### src/rtl/sfx_sequencer.sv
// Sound-effect sequencer: plays programmable (note, duration) lists from a
// writable table. Effects are started by trigger rising edges and arbitrated
// by fixed priority, where a lower index wins and can pre-empt a playing
// effect. The duration tick is generated internally from clk.
module sfx_sequencer #(
  parameter int NOTE_W    = 6,
  parameter int LEN_W     = 6,
  parameter int MAX_NOTES = 8,
  parameter int NUM_SFX   = 4,
  parameter int TICK_DIV  = 262144
) (
  input  logic                         clk,
  input  logic                         reset,
  input  logic                         enabled,
  input  logic [NUM_SFX-1:0]           trigger,
  input  logic                         cfg_we,
  input  logic [$clog2(NUM_SFX)-1:0]   cfg_sfx,
  input  logic [$clog2(MAX_NOTES)-1:0] cfg_idx,
  input  logic [NOTE_W-1:0]            cfg_note,
  input  logic [LEN_W-1:0]             cfg_len,
  output logic [NOTE_W-1:0]            note,
  output logic                         busy,
  output logic [$clog2(NUM_SFX)-1:0]   active_id,
  output logic                         done
);

  localparam int SW = $clog2(NUM_SFX);
  localparam int IW = $clog2(MAX_NOTES);
  localparam int CW = $clog2(TICK_DIV);
  localparam int EW = NOTE_W + LEN_W;

  typedef enum logic {S_IDLE, S_PLAY} state_t;

  state_t            state_q, state_d;
  logic [NOTE_W-1:0] note_q, note_d;
  logic [SW-1:0]     id_q, id_d;
  logic              done_q, done_d;
  logic [IW-1:0]     ptr_q, ptr_d;
  logic [LEN_W-1:0]  rem_q, rem_d;
  logic [CW-1:0]     cnt_q, cnt_d;
  logic [NUM_SFX-1:0] trig_q;

  logic [EW-1:0] tbl [NUM_SFX*MAX_NOTES];

  logic [NUM_SFX-1:0] rise;
  logic [SW-1:0]      winner;
  logic               any_rise, tick, last_tick, at_last, end_now, start_ok;
  logic [EW-1:0]      start_ent, next_ent;

  // Effect table: plain write port, never cleared so programs survive reset
  always_ff @(posedge clk) begin
    if (cfg_we) tbl[{cfg_sfx, cfg_idx}] <= {cfg_note, cfg_len};
  end

  // State register plus trigger history; history tracks even while disabled
  always_ff @(posedge clk) begin
    if (reset) begin
      state_q <= S_IDLE;
      note_q  <= '0;
      id_q    <= '0;
      done_q  <= 1'b0;
      ptr_q   <= '0;
      rem_q   <= '0;
      cnt_q   <= '0;
      trig_q  <= '0;
    end else begin
      state_q <= state_d;
      note_q  <= note_d;
      id_q    <= id_d;
      done_q  <= done_d;
      ptr_q   <= ptr_d;
      rem_q   <= rem_d;
      cnt_q   <= cnt_d;
      trig_q  <= trigger;
    end
  end

  // Next state: tick/advance of the playing effect, then a start overrides it
  always_comb begin
    rise     = trigger & ~trig_q;
    any_rise = |rise;
    winner   = '0;
    for (int i = NUM_SFX - 1; i >= 0; i--) begin
      if (rise[i]) winner = SW'(i);
    end
    start_ent = tbl[{winner, {IW{1'b0}}}];
    next_ent  = tbl[{id_q, ptr_q + IW'(1)}];
    tick      = (state_q == S_PLAY) && (cnt_q == CW'(TICK_DIV - 1));
    last_tick = tick && (rem_q == LEN_W'(1));
    at_last   = (ptr_q == IW'(MAX_NOTES - 1));
    end_now   = last_tick && (at_last || (next_ent[LEN_W-1:0] == '0));
    start_ok  = any_rise && ((state_q == S_IDLE) || (winner < id_q) || end_now);

    state_d = state_q;
    note_d  = note_q;
    id_d    = id_q;
    done_d  = 1'b0;
    ptr_d   = ptr_q;
    rem_d   = rem_q;
    cnt_d   = cnt_q;

    if (!enabled) begin
      state_d = S_IDLE;
      note_d  = '0;
      id_d    = '0;
      cnt_d   = '0;
    end else begin
      if (state_q == S_PLAY) begin
        if (!tick) begin
          cnt_d = cnt_q + CW'(1);
        end else begin
          cnt_d = '0;
          if (!last_tick) begin
            rem_d = rem_q - LEN_W'(1);
          end else if (end_now) begin
            state_d = S_IDLE;
            note_d  = '0;
            id_d    = '0;
            done_d  = 1'b1;
          end else begin
            ptr_d  = ptr_q + IW'(1);
            note_d = next_ent[EW-1:LEN_W];
            rem_d  = next_ent[LEN_W-1:0];
          end
        end
      end
      if (start_ok) begin
        ptr_d = '0;
        cnt_d = '0;
        if (start_ent[LEN_W-1:0] != '0) begin
          state_d = S_PLAY;
          note_d  = start_ent[EW-1:LEN_W];
          id_d    = winner;
          rem_d   = start_ent[LEN_W-1:0];
        end else begin
          state_d = S_IDLE;
          note_d  = '0;
          id_d    = '0;
        end
      end
    end
  end

  assign note      = note_q;
  assign busy      = (state_q == S_PLAY);
  assign active_id = id_q;
  assign done      = done_q;

endmodule

### config.mk
export PLATFORM = sky130hd
export DESIGN_NAME = sfx_sequencer
export DESIGN_NICKNAME = d
export VERILOG_FILES = /design/src/rtl/sfx_sequencer.sv
export SDC_FILE = /design/constraint.sdc
export NUM_CORES = 1
export LEC_CHECK = 0
export BUFFER_PORTS_ARGS = -buffer_cell sky130_fd_sc_hd__buf_4
export CAP_MARGIN = 20
export CORE_ASPECT_RATIO = 1.25
export CORE_MARGIN = 2
export CORE_UTILIZATION = 56
export DETAILED_ROUTE_END_ITERATION = 6
export GPL_TIMING_DRIVEN = 0
export HOLD_SLACK_MARGIN = 0.05
export PLACE_DENSITY = 0.76
export SYNTH_ARGS = -nofsm -noshare
export SYNTH_HDL_FRONTEND = slang
export SYNTH_SLANG_ARGS = --single-unit
### constraint.sdc
create_clock -name clk -period 3.15 [get_ports clk]
set_input_delay 0.63 -clock clk [delete_from_list [all_inputs] [get_ports clk]]
set_output_delay 0.63 -clock clk [all_outputs]
set_load 0.005 [all_outputs]
## Word-level counts from Yosys, hierarchy flattened

Memory sizes are Yosys's and may differ from the RTL's.
Cells that the tools add are included.
Widths: inputs -> output; s select.

- Memories: 1
- Bits in writable memories: 384
- Logic and storage cells: 80
- Input port bits: 25
- Flip-flop bits (word level): 41

Memory list:

| memory | depth | width | rd ports | clocked after Yosys merged registers in | wr ports | RTL line | RTL |
|---|---|---|---|---|---|---|---|
| tbl | 32 | 12 | 2 | 0 | 1 | 43 | `logic [EW-1:0] tbl [NUM_SFX*MAX_NOTES];` |

- Mux-type cells: 37
- Reduce and logical (&&, ||, !) cells: 20
- $lt $le $gt $ge: 1
- Bitwise logic cells: 6
- Eq/ne operators: 4
- Add/subtract/negate cells: 3

Operator list:

| cell | number |
|---|---|
| $mux 6 | 12 |
| $mux 2 | 10 |
| $add 18x1->18 const B | 1 |
| $eq 18x18->1 const B | 1 |
| $mux 18 | 1 |
| $mux 3 | 5 |
| $mux 1 | 9 |
| $reduce_bool 2->1 | 4 |
| $eq 6x1->1 const B | 1 |
| $logic_not 6->1 | 1 |
| $reduce_bool 6->1 | 1 |
| $sub 6x1->6 const B | 1 |
| $reduce_and 5->1 | 1 |
| $reduce_or 5->1 | 1 |
| $and 4x4->4 | 1 |
| $logic_and 1x1->1 | 4 |
| $not 1->1 | 4 |
| $not 4->4 | 1 |
| $reduce_and 4->1 | 1 |
| $reduce_or 4->1 | 1 |
| $add 3x1->3 const B | 1 |
| $eq 3x3->1 const B | 1 |
| $logic_or 1x1->1 | 3 |
| $reduce_and 3->1 | 1 |
| other kinds (4) | 4 |

## Depth between registers and ports, before layout

Gate-level depths: netlist (run 1).

- Depth in word-level cells: 12
- Mapped depth: 16
- Depth with buffers taken out: 12

## Worst setup path before layout (run 1)

Ideal clock, no wire load.

- Path type: flip-flop to flip-flop
- From: reg ptr_q[0]
- To: reg note_q[0], in the netlist note[0]
- Data arrival time: 3027 ps
- Buffers on the path: 3
- Setup slack: 0 ps
- Cell stages (with the launch flop): 15
- Cells stage by stage: dfxtp_1 ha_1 ha_1 buf_2 buf_2 buf_2 mux4_2 nand2_1 a31oi_1 a21o_1 nor4_2 a21oi_4 nor2_2 o31a_1 a211oi_2

- Word-level cells in the longest chain between the ends: 10
- Elaborated cells on any way between the ends: 17

RTL lines:

| element | RTL line | RTL |
|---|---|---|
| start: declaration | 38 | `logic [IW-1:0] ptr_q, ptr_d;` |
| start signal: assignment | 71 | `ptr_q <= ptr_d;` |
| $add 3x1->3 | 87 | `next_ent = tbl[{id_q, ptr_q + IW'(1)}];` |
| $mem_v2 32x12 | - |  |
| $logic_not 6->1 | 91 | `end_now = last_tick && (at_last \|\| (next_ent[LEN_W-1:0] == '0));` |
| $logic_or 1x1->1 | 91 |  |
| $logic_and 1x1->1 | 91 |  |
| $mux 6 | 115 | `end else if (end_now) begin` |
| $mux 6 | 113 | `if (!last_tick) begin` |
| $mux 6 | 109 | `if (!tick) begin` |
| $mux 6 | 108 | `if (state_q == S_PLAY) begin` |
| $mux 6 | 127 | `if (start_ok) begin` |
| end signal: assignment | 68 | `note_q <= note_d;` |
| end: declaration | 35 | `logic [NOTE_W-1:0] note_q, note_d;` |

Parallel ways exist; a longest one is shown, timed or not. The select of a mux whose other input is x is not followed.
A chain may end at the register's enable or synchronous reset.

## Worst setup path in the final report (run 1)

- From: reg ptr_q[1]
- To: reg note_q[4], in the netlist note[4]

The elaborated chain is that of the path after synthesis.

==> flow_summary.toml, run 1 <==
[synth]
synth-edff-count = 384
async_reset_ff_share_pct = 0
synth_area_mm2 = 0.0176
synthDominantAreaCellType = "sky130_fd_sc_hd__edfxtp_1"
syn-num-nets = 1024
fraction_of_the_mapped_netlist_area_in_simple_logic_gates_pct = 6.82
postSynthRegisterBits = 425
compound_gate_fraction_of_synth_area_pct = 4.62
synth_top_area_share_pct = 65.6
ys.flop_type = "sky130_fd_sc_hd__edfxtp_1"
synth_cells = 993
synth.distinct_cells = 71
synth_top_family_by_area = "multiplexers"
synthMuxAreaShare_pct = 15.2
synth-warning-count = 0
synth_area_per_cell_um2 = 17.7
post_synth_xor_area_fraction_pct = 0.748
yosys.area_share.adder_pct = 0.427
synth.area.top_cells = "sky130_fd_sc_hd__edfxtp_1, sky130_fd_sc_hd__mux4_2, sky130_fd_sc_hd__dfxtp_1, sky130_fd_sc_hd__mux2i_1, sky130_fd_sc_hd__mux4_1"
sequential_share_of_the_synthesized_area_pct = 70.3

[cells_and_area]
final_cell_mix = "sky130_fd_sc_hd__edfxtp_1, sky130_fd_sc_hd__mux4_2, sky130_fd_sc_hd__buf_4, sky130_fd_sc_hd__nor2_1, sky130_fd_sc_hd__mux2i_1"
layout.nets = 1167
antenna_cells_inserted = 0
layout_commonest_cell = "sky130_fd_sc_hd__edfxtp_1"
post_route_cells_drive_above_1_share_pct = 31.9
area_growth_syn_to_layout_pct = 19.1
final_cell_count_no_fill = 1570
final_util_pct = 67.7

[worst_setup_path]
worst-endpoint-required_ns = 3.61
timing.critical_path.from_type = "flop"
setup.worst_path.end_class = "flop"
ff_to_ff_setup_slack_ns = -0.34
crit_type = "reg -> reg"
worst_endpoint_data_arrival_time_ns = 3.94
critical_path.max_fanout = 6

[floorplan]
design.portCount = 35
die_y_um = 202
die_x_um = 162
initial_utilization_pct = 56.9
floorplan.rows = 72
floorplan.die_area_mm2 = 0.0328
placeableCoreArea_mm2 = 0.0309

[power_and_ir_drop]
power_leakage_nw = 6.71
worst_ir_drop_vdd_mv = 0.360
powerDensity_mw_per_mm2 = 561
sum_of_internal_switching_and_leakage_power_mw = 11.7

[global_route]
grt_pass1_vias = 10500
grt_first_pass_wirelength_mm = 67.2
maximum_number_of_pins_on_one_net_before_global_route_repair = 33
antenna_found_initial = 0
grt_overflow_total = 0
grt_use_total_pct = 28.3

[clock_tree]
cts.path.max_buffers = 3
htree_num_levels = 2
cts-root-buf = "sky130_fd_sc_hd__clkbuf_16"
numCtsBuffers = 41
tritoncts_clock_tree = "done"
clock_latency_ns = 0.55
clock_sinks = 425
holdBufCountCts = 0
worst_setup_hold_path_clk_slew_ns = 0.06

[hold_path]
hold_class = "in -> reg"

[placed_design]
place.port_buffers = 33
post_placement_setup_slack_ns = -0.985
routabilityCongestion = 0.884
dp.cells = 1459
dp_hpwl_mm = 28.1

[sta]
finalSetupViolCount = 24
worst_slew_margin_rel_pct = 32.7
setup_repair_after_global_routing_missed_its_margin = "yes"
worst_clock_skew_on_the_final_layout_ns = 0.0164
tightest_slew_ns = 1.01
setup_ws_ns = -0.335
final_critical_path_required_period_ns = 3.49
timing.final.crit_share_pct = 111
finalHoldViolations = 0
timing_max_transition_violations_final = 0
hold_ws_ns = 0.310
fmaxAchievable_ghz = 0.287

[route]
dr.pass1.iters = 5
totalWireLength_mm = 45.5
antenna_violating_nets_left = 0
routed-via-count = 10400
drcViolationCount = 0
violation_count_after_the_first_detailed_routing_iteration = 1345
route.detailed.vias_per_inst = 6.61
route.detailed.wl_per_inst_um = 29.0

[outcome]
failed_checks = "setup timing"
status = "complete, but fails checks"

[job]
drv.max_cap_violation_count = 0
[stage by stage]
step	instance area (um2)	TNS [ns]
6_report	20900	-5.17
5_1_grt	20900	-6.44
3_5_place_dp	18600	-29.76
3_3_place_gp	18300	-28.98
2_1_floorplan	17600	0
4_1_cts	20700	-3.84
[routing by layer]
layer	vias up	global-route usage, %	share of wire [%]
li1	4274	-	-
met1	5341	37.0	37
met2	625	46.2	49
met3	136	5.73	9.4
met4	0	12.8	5.1
met5	-	0	0
[sequential cells by signal, summed over array words and instances, names as in the netlist]
signal	cells
tbl	384
cnt_q	18
note	6
rem_q	6
trig_q	4
ptr_q	3
active_id	2
busy	1
done	1
[timing repair]
item / CTS / global route
setup buffers: 27 / 12
pin swaps: 20 / 39
gates cloned: 6 / 0
setup endpoints to repair: 37 / 34
resized for setup: 104 / 52
[path summary, 6_finish.rpt]
kind,depth (start not counted),start,endpoint
max reg2reg,13,ptr_q[1],note[4]
max,13,ptr_q[1],note[4]
min,2,trigger[1],trig_q[1]
min reg2reg,2,ptr_q[1],ptr_q[1]
[critical path: stages (launching register included)]
cell                        delay [ns]
sky130_fd_sc_hd__dfxtp_2          0.33
sky130_fd_sc_hd__ha_4             0.28
sky130_fd_sc_hd__buf_12           0.14
sky130_fd_sc_hd__buf_12           0.10
sky130_fd_sc_hd__buf_12           0.12
sky130_fd_sc_hd__mux4_1           0.58
sky130_fd_sc_hd__a211oi_2         0.36
sky130_fd_sc_hd__nor4_4           0.12
sky130_fd_sc_hd__nand4bb_1        0.21
sky130_fd_sc_hd__or4_4            0.49
sky130_fd_sc_hd__nand3_4          0.18
sky130_fd_sc_hd__buf_12           0.15
sky130_fd_sc_hd__nand3_2          0.10
sky130_fd_sc_hd__a211oi_2         0.22
[power breakdown]
| group | internal, mW | switching [mW] |
|---|---|---|
| logic | 0.213 | 0.358 |
| registers | 6.22 | 0.0367 |
| clock network | 2.88 | 2.03 |
| total | 9.31 | 2.43 |
[kinds of logic after synthesis]
kind of cell	count (synthesis)
compound gates	112
xor+xnor	15
fa+ha+maj	6
buf+inv	59
flops	425
mux	144
simple gates	232
[cell usage after synthesis (all sizes together) (8+ instances only)]
library cell and n:
a211oi 17, a21oi 29, a22oi 18, a31oi 9, and3 11, buf 32
clkbuf 17, dfxtp 41, edfxtp 384, inv 9, mux2i 50, mux4 94
nand2 46, nand2b 13, nand3 26, nand4 8, nor2 80, nor2b 14
o21ai 11, xor2 8
[cell type report]
cell class	instances	area, um2
clock inverter	19	241
buffer	45	447
fill	1897	9970
timing repair buffer	104	1050
clock buffer	51	1060
tap	407	509
multi-input combinational	509	5230
sequential	425	12400
inverter	10	38.8
Power figures use the tool's default switching activity.
==> inputs of run 2 (changes only) <==
Settings changed: SKIP_LAST_GASP set to 1.
==> run 2 against run 1 <==
The run still ends with setup timing left. Flip-flop and latch count stayed put. Global-route usage hardly changed. Core utilization stayed put. Highest routed layer unchanged. Critical endpoint unchanged.
==> flow_summary.toml, run 2 (synthesis gave the netlist of run 1 again) <==
[global_route]
maximum_number_of_pins_on_one_net_before_global_route_repair = 33
grt_first_pass_wirelength_mm = 67.2
grt_overflow_total = 0
antenna_found_initial = 0
grt_use_total_pct = 28.3
grt_pass1_vias = 10500

[cells_and_area]
biggestRegsByFlops = "tbl (384), cnt_q (18)"
largest_register_ff_count = 384
antenna_cells_inserted = 0
sequential_cell_area_mm2 = 0.0124
final_cell_mix = "sky130_fd_sc_hd__edfxtp_1, sky130_fd_sc_hd__mux4_2, sky130_fd_sc_hd__buf_4, sky130_fd_sc_hd__nor2_1, sky130_fd_sc_hd__mux2i_1"
layout_commonest_cell = "sky130_fd_sc_hd__edfxtp_1"
area_taken_by_multi_input_logic_gates_mm2 = 0.00523
post_route_cells_drive_above_1_share_pct = 31.8
area_growth_syn_to_layout_pct = 19.1
max_flop_register = "tbl"
final.fill_count = 1897
layout.nets = 1167

[floorplan]
placeableCoreArea_mm2 = 0.0309
initial_utilization_pct = 56.9
die_y_um = 202
die_x_um = 162
floorplan.die_area_mm2 = 0.0328
design.portCount = 35
floorplan.rows = 72

[sta]
setup_ws_ns = -0.327
final_critical_path_required_period_ns = 3.48
setup_repair_after_global_routing_missed_its_margin = "yes"
worst_slew_margin_rel_pct = 31.2
timing.final.crit_share_pct = 110
timing_max_transition_violations_final = 0
timing.setup.tns_ns = -5.09
finalSetupViolCount = 24
tightest_slew_ns = 1.03
finalHoldViolations = 0
fmaxAchievable_ghz = 0.288
worst_clock_skew_on_the_final_layout_ns = 0.0177

[worst_setup_path]
critical_path.slowest_cell = "sky130_fd_sc_hd__mux4_1"
timing.critical_path.buf_inv = 4
timing.critical_path.from_type = "flop"
setup.worst_path.end_class = "flop"
ff2ff_path_depth = 13
worst-endpoint-required_ns = 3.61
timing.critical_path.max_delay_family = "simple AND/OR/NAND/NOR gates"
critical_path.most_common_cell = "sky130_fd_sc_hd__buf_12"
critical_path.max_fanout = 6
worst_endpoint_data_arrival_time_ns = 3.94
ff_to_ff_setup_slack_ns = -0.33
crit_type = "reg -> reg"
worst-path-stages = 13
crit_path_cell_trace = "ha_4 -> buf_12 -> buf_12 -> buf_12 -> mux4_1 -> a211oi_2 -> nor4_4 -> nand4bb_1 -> or4_4 -> nand3_4 -> buf_12 -> nand3_2 -> a211oi_2"
critPathMaxStageDelay_ns = 0.58

[placed_design]
routabilityCongestion = 0.884
dp_hpwl_mm = 28.1
post_placement_setup_slack_ns = -0.985
place.port_buffers = 33

[clock_tree]
clock_sinks = 425
numCtsBuffers = 41
clock_latency_ns = 0.55
tritoncts_clock_tree = "done"
cts.path.max_buffers = 3
holdBufCountCts = 0
worst_setup_hold_path_clk_slew_ns = 0.06
cts-root-buf = "sky130_fd_sc_hd__clkbuf_16"
htree_num_levels = 2

[route]
totalWireLength_mm = 45.5
drcViolationCount = 0
route.detailed.wl_per_inst_um = 29.0
antenna_violating_nets_left = 0
violation_count_after_the_first_detailed_routing_iteration = 1389
routed-via-count = 10400
route.detailed.vias_per_inst = 6.61
dr.pass1.iters = 7

[outcome]
failed_checks = "setup timing"
status = "complete, but fails checks"

[power_and_ir_drop]
powerDensity_mw_per_mm2 = 560
power_leakage_nw = 6.72
worst_ir_drop_vdd_mv = 0.361
sum_of_internal_switching_and_leakage_power_mw = 11.7

[hold_path]
holdPathStages = 2
hold_class = "in -> reg"

[job]
drv.max_cap_violation_count = 0
-- run 2: path summary, 6_finish.rpt --
check                                 from        end
worst max-delay path              ptr_q[1]    note[4]
worst max register to register    ptr_q[1]    note[4]
worst min-delay path            trigger[1]  trig_q[1]
worst min register to register    ptr_q[1]   ptr_q[1]
-- run 2: cell type report --
type | count | share of cell area [%]
buffer | 45 | 2.15
clock buffer | 51 | 5.08
clock inverter | 19 | 1.15
inverter | 10 | 0.185
multi-input combinational | 509 | 25.0
sequential | 425 | 59.0
tap | 407 | 2.43
timing repair buffer | 104 | 5.00
-- run 2: per-layer routing --
metal,vias to the layer above,GRT usage [%],wire (um)
li1,4276,-,-
met1,5310,37.0,16800
met2,670,46.2,22300
met3,124,5.68,4170
met4,0,12.8,2200
met5,-,0,0
-- run 2: per-stage QoR --
stage | hold slack (ns) | instance area [um2] | util [%] | std cells
global placement | 0.462 | 18300 | 59.3 | 1433
finish | 0.310 | 20900 | 67.7 | 1570
CTS | 0.310 | 20700 | 66.9 | 1560
floorplan | 0.444 | 17600 | - | 993
detailed placement | 0.469 | 18600 | 60.3 | 1459
global route | 0.321 | 20900 | 67.7 | 1570
-- run 2: worst reg2reg max path, delay by kind of cell (launching register included) --
kind	cells	cell delay, ns
AO/OA/AOI/OAI	2	0.58
adder cells (fa/ha/maj)	1	0.28
buffers and inverters	4	0.53
flip-flops	1	0.33
multiplexers	1	0.58
AND/OR/NAND/NOR	5	1.09
-- run 2: repair_timing --
action | 4_1_cts | 5_1_grt
pin swaps | 20 | 39
setup buffers | 27 | 12
gates resized for setup | 103 | 53
cloned | 6 | 0
setup endpoints to repair | 37 | 34
-- run 2: where the power goes --
group	internal (mW)	total, mW	switching, mW
combinational	0.212	0.570	0.358
sequential	6.22	6.26	0.0368
clock	2.88	4.90	2.02
==> inputs of run 3 (changes only) <==
Settings changed: CORE_UTILIZATION 56 to 60, CTS_BUF_LIST set to sky130_fd_sc_hd__clkbuf_16, PLACE_DENSITY 0.76 to 0.78.
Clock period 3.15 ns to 4.5 ns, I/O delays scaled along.
==> run 3 against run 2 <==
Largest cell class unchanged. Design area shrank 4.9%. The run now ends clean. Clock skew shrank 0.0053 ns. Worst setup slack gained 0.50 ns. Power fell by 32%. Highest routed layer unchanged. Die area shrank 6.5%. Critical path depth increased by 1. Global-route usage increased by 0.54 points.
==> flow_summary.toml, run 3 (synthesis gave the netlist of run 1 again) <==
[cells_and_area]
layout.nets = 1128
final.fill_count = 1860
biggestRegsByFlops = "tbl (384), cnt_q (18)"
post_route_cells_drive_above_1_share_pct = 22.7
largest_register_ff_count = 384
layout_commonest_cell = "sky130_fd_sc_hd__edfxtp_1"
max_flop_register = "tbl"
final_cell_mix = "sky130_fd_sc_hd__edfxtp_1, sky130_fd_sc_hd__mux4_2, sky130_fd_sc_hd__nor2_1, sky130_fd_sc_hd__mux2i_1, sky130_fd_sc_hd__nand2_1"
area_growth_syn_to_layout_pct = 13.3

[placed_design]
dp_hpwl_mm = 27.8
routabilityCongestion = 0.953
place.port_buffers = 33

[power_and_ir_drop]
worst_ir_drop_vdd_mv = 0.232
power.share.sequential_pct = 54.7
cellInternalPower_mw = 6.35
combinationalPowerShare_pct = 4.4
p_sw_share_pct = 20.7
powerDensity_mw_per_mm2 = 402
sum_of_internal_switching_and_leakage_power_mw = 8.01
clock_power_share_pct = 40.9
power_leakage_nw = 6.35
total_switching_power_mw = 1.66

[clock_tree]
numCtsBuffers = 40
htree_num_levels = 2
clock_sinks = 425
cts-root-buf = "sky130_fd_sc_hd__clkbuf_16"
clock_latency_ns = 0.55
worst_setup_hold_path_clk_slew_ns = 0.06
cts_setup_buffers = 0
cts.path.max_buffers = 3
cts_resized = 0
tritoncts_clock_tree = "done"
holdBufCountCts = 0

[global_route]
maximum_number_of_pins_on_one_net_before_global_route_repair = 33
grt_use_total_pct = 28.8
grt_first_pass_wirelength_mm = 63.4
grt_overflow_total = 0
antenna_found_initial = 0
grt_pass1_vias = 10100

[route]
route.detailed.vias_per_inst = 6.64
routed-via-count = 10100
violation_count_after_the_first_detailed_routing_iteration = 1350
totalWireLength_mm = 42.9
dr.pass1.iters = 5
antenna_violating_nets_left = 0
route.detailed.wl_per_inst_um = 28.2
drcViolationCount = 0

[sta]
final_critical_path_required_period_ns = 4.33
finalHoldViolations = 0
fmaxAchievable_ghz = 0.231
tightest_slew_ns = 1.08
timing.final.crit_share_pct = 96.1
worst_slew_margin_rel_pct = 27.7
hold_ws_ns = 0.484
setup_repair_after_global_routing_missed_its_margin = "no"
finalSetupViolCount = 0
timing_max_transition_violations_final = 0
timing.setup.tns_ns = 0
worst_clock_skew_on_the_final_layout_ns = 0.0124

[worst_setup_path]
crit_path_cell_trace = "ha_1 -> ha_1 -> buf_2 -> buf_2 -> nor2_1 -> a22oi_1 -> a21oi_1 -> a31oi_1 -> a21o_1 -> nor4_2 -> a21oi_4 -> nor2_2 -> o31a_1 -> a211oi_2"
timing.critical_path.from_type = "flop"
critical_path.max_fanout = 10
setup.worst_path.end_class = "flop"
worst-endpoint-required_ns = 4.92
timing.critical_path.max_delay_family = "simple AND/OR/NAND/NOR gates"
worst_endpoint_data_arrival_time_ns = 4.75
crit_type = "reg -> reg"
critPathMaxStageDelay_ns = 0.75
critical_path.slowest_cell = "sky130_fd_sc_hd__nor2_1"
timing.critical_path.buf_inv = 2

[floorplan]
floorplan.die_area_mm2 = 0.0307
design.portCount = 35
initial_utilization_pct = 60.4
die_y_um = 195
floorplan.rows = 70
placeableCoreArea_mm2 = 0.0291
die_x_um = 157

[outcome]
status = "completed"

[hold_path]
hold_class = "reg -> reg"

[job]
drv.max_cap_violation_count = 0
## run 3: cell count changes in the layout (fill, tap and decap cells not counted), sizes merged
| cell | change |
|---|---|
| diode | +1 |
| clkinv | -1 |
| bufinv | -2 |
| inv | +12 |
| clkbuf | -7 |
| buf | -41 |
## run 3: worst paths after layout
kind                 start       end  slack, ns  cells after the start
setup / recovery  ptr_q[0]   note[3]       0.17                     14
hold / removal    ptr_q[1]  ptr_q[1]       0.48                      2
setup reg to reg  ptr_q[0]   note[3]       0.17                     14
hold reg to reg   ptr_q[1]  ptr_q[1]       0.48                      2
## run 3: stage by stage
step           utilization, %  setup WS, ns  area [um2]  cells
4_1_cts                  68.4         0.247       19900   1519
5_1_grt                  68.5        0.0115       19900   1520
3_3_place_gp             63.0         0.243       18300   1422
3_5_place_dp             64.1         0.186       18600   1450
6_report                 68.5         0.174       19900   1521
2_1_floorplan               -          1.15       17600    993
## run 3: final cells by class
class | count | area (um2) | share of cell area (%)
Antenna cell | 1 | 2.50 | 0.0126
Buffer | 49 | 299 | 1.50
Clock buffer | 41 | 1030 | 5.15
Clock inverter | 28 | 226 | 1.14
Inverter | 10 | 37.5 | 0.189
Multi-Input combinational cell | 509 | 4890 | 24.6
Sequential cell | 425 | 12400 | 62.0
Tap cell | 396 | 495 | 2.49
Timing Repair Buffer | 62 | 578 | 2.90
## run 3: worst reg2reg max path, cell delays in order, from the launching register on
cell and delay [ns]:
sky130_fd_sc_hd__dfxtp_1 0.34, sky130_fd_sc_hd__ha_1 0.21, sky130_fd_sc_hd__ha_1 0.28, sky130_fd_sc_hd__buf_2 0.21, sky130_fd_sc_hd__buf_2 0.27, sky130_fd_sc_hd__nor2_1 0.75, sky130_fd_sc_hd__a22oi_1 0.21, sky130_fd_sc_hd__a21oi_1 0.22
sky130_fd_sc_hd__a31oi_1 0.12, sky130_fd_sc_hd__a21o_1 0.30, sky130_fd_sc_hd__nor4_2 0.49, sky130_fd_sc_hd__a21oi_4 0.17, sky130_fd_sc_hd__nor2_2 0.36, sky130_fd_sc_hd__o31a_1 0.22, sky130_fd_sc_hd__a211oi_2 0.07
## run 3: power by group through the flow
stage | Clock (mW) | Sequential [mW] | Combinational (mW)
after floorplan | 0 | 4.45 | 0.191
after global placement | 0 | 4.46 | 0.326
after detailed placement | 0 | 4.46 | 0.342
after CTS | 3.30 | 4.38 | 0.346
after global routing | 3.44 | 4.38 | 0.377
final | 3.28 | 4.38 | 0.351
## run 3: per-layer routing
layer | vias up | global-route usage (%) | share of wire (%)
li1 | 4213 | - | -
met1 | 5131 | 38.8 | 37
met2 | 653 | 46.6 | 49
met3 | 109 | 5.50 | 9.0
met4 | 0 | 12.3 | 4.2
met5 | - | 0 | 0
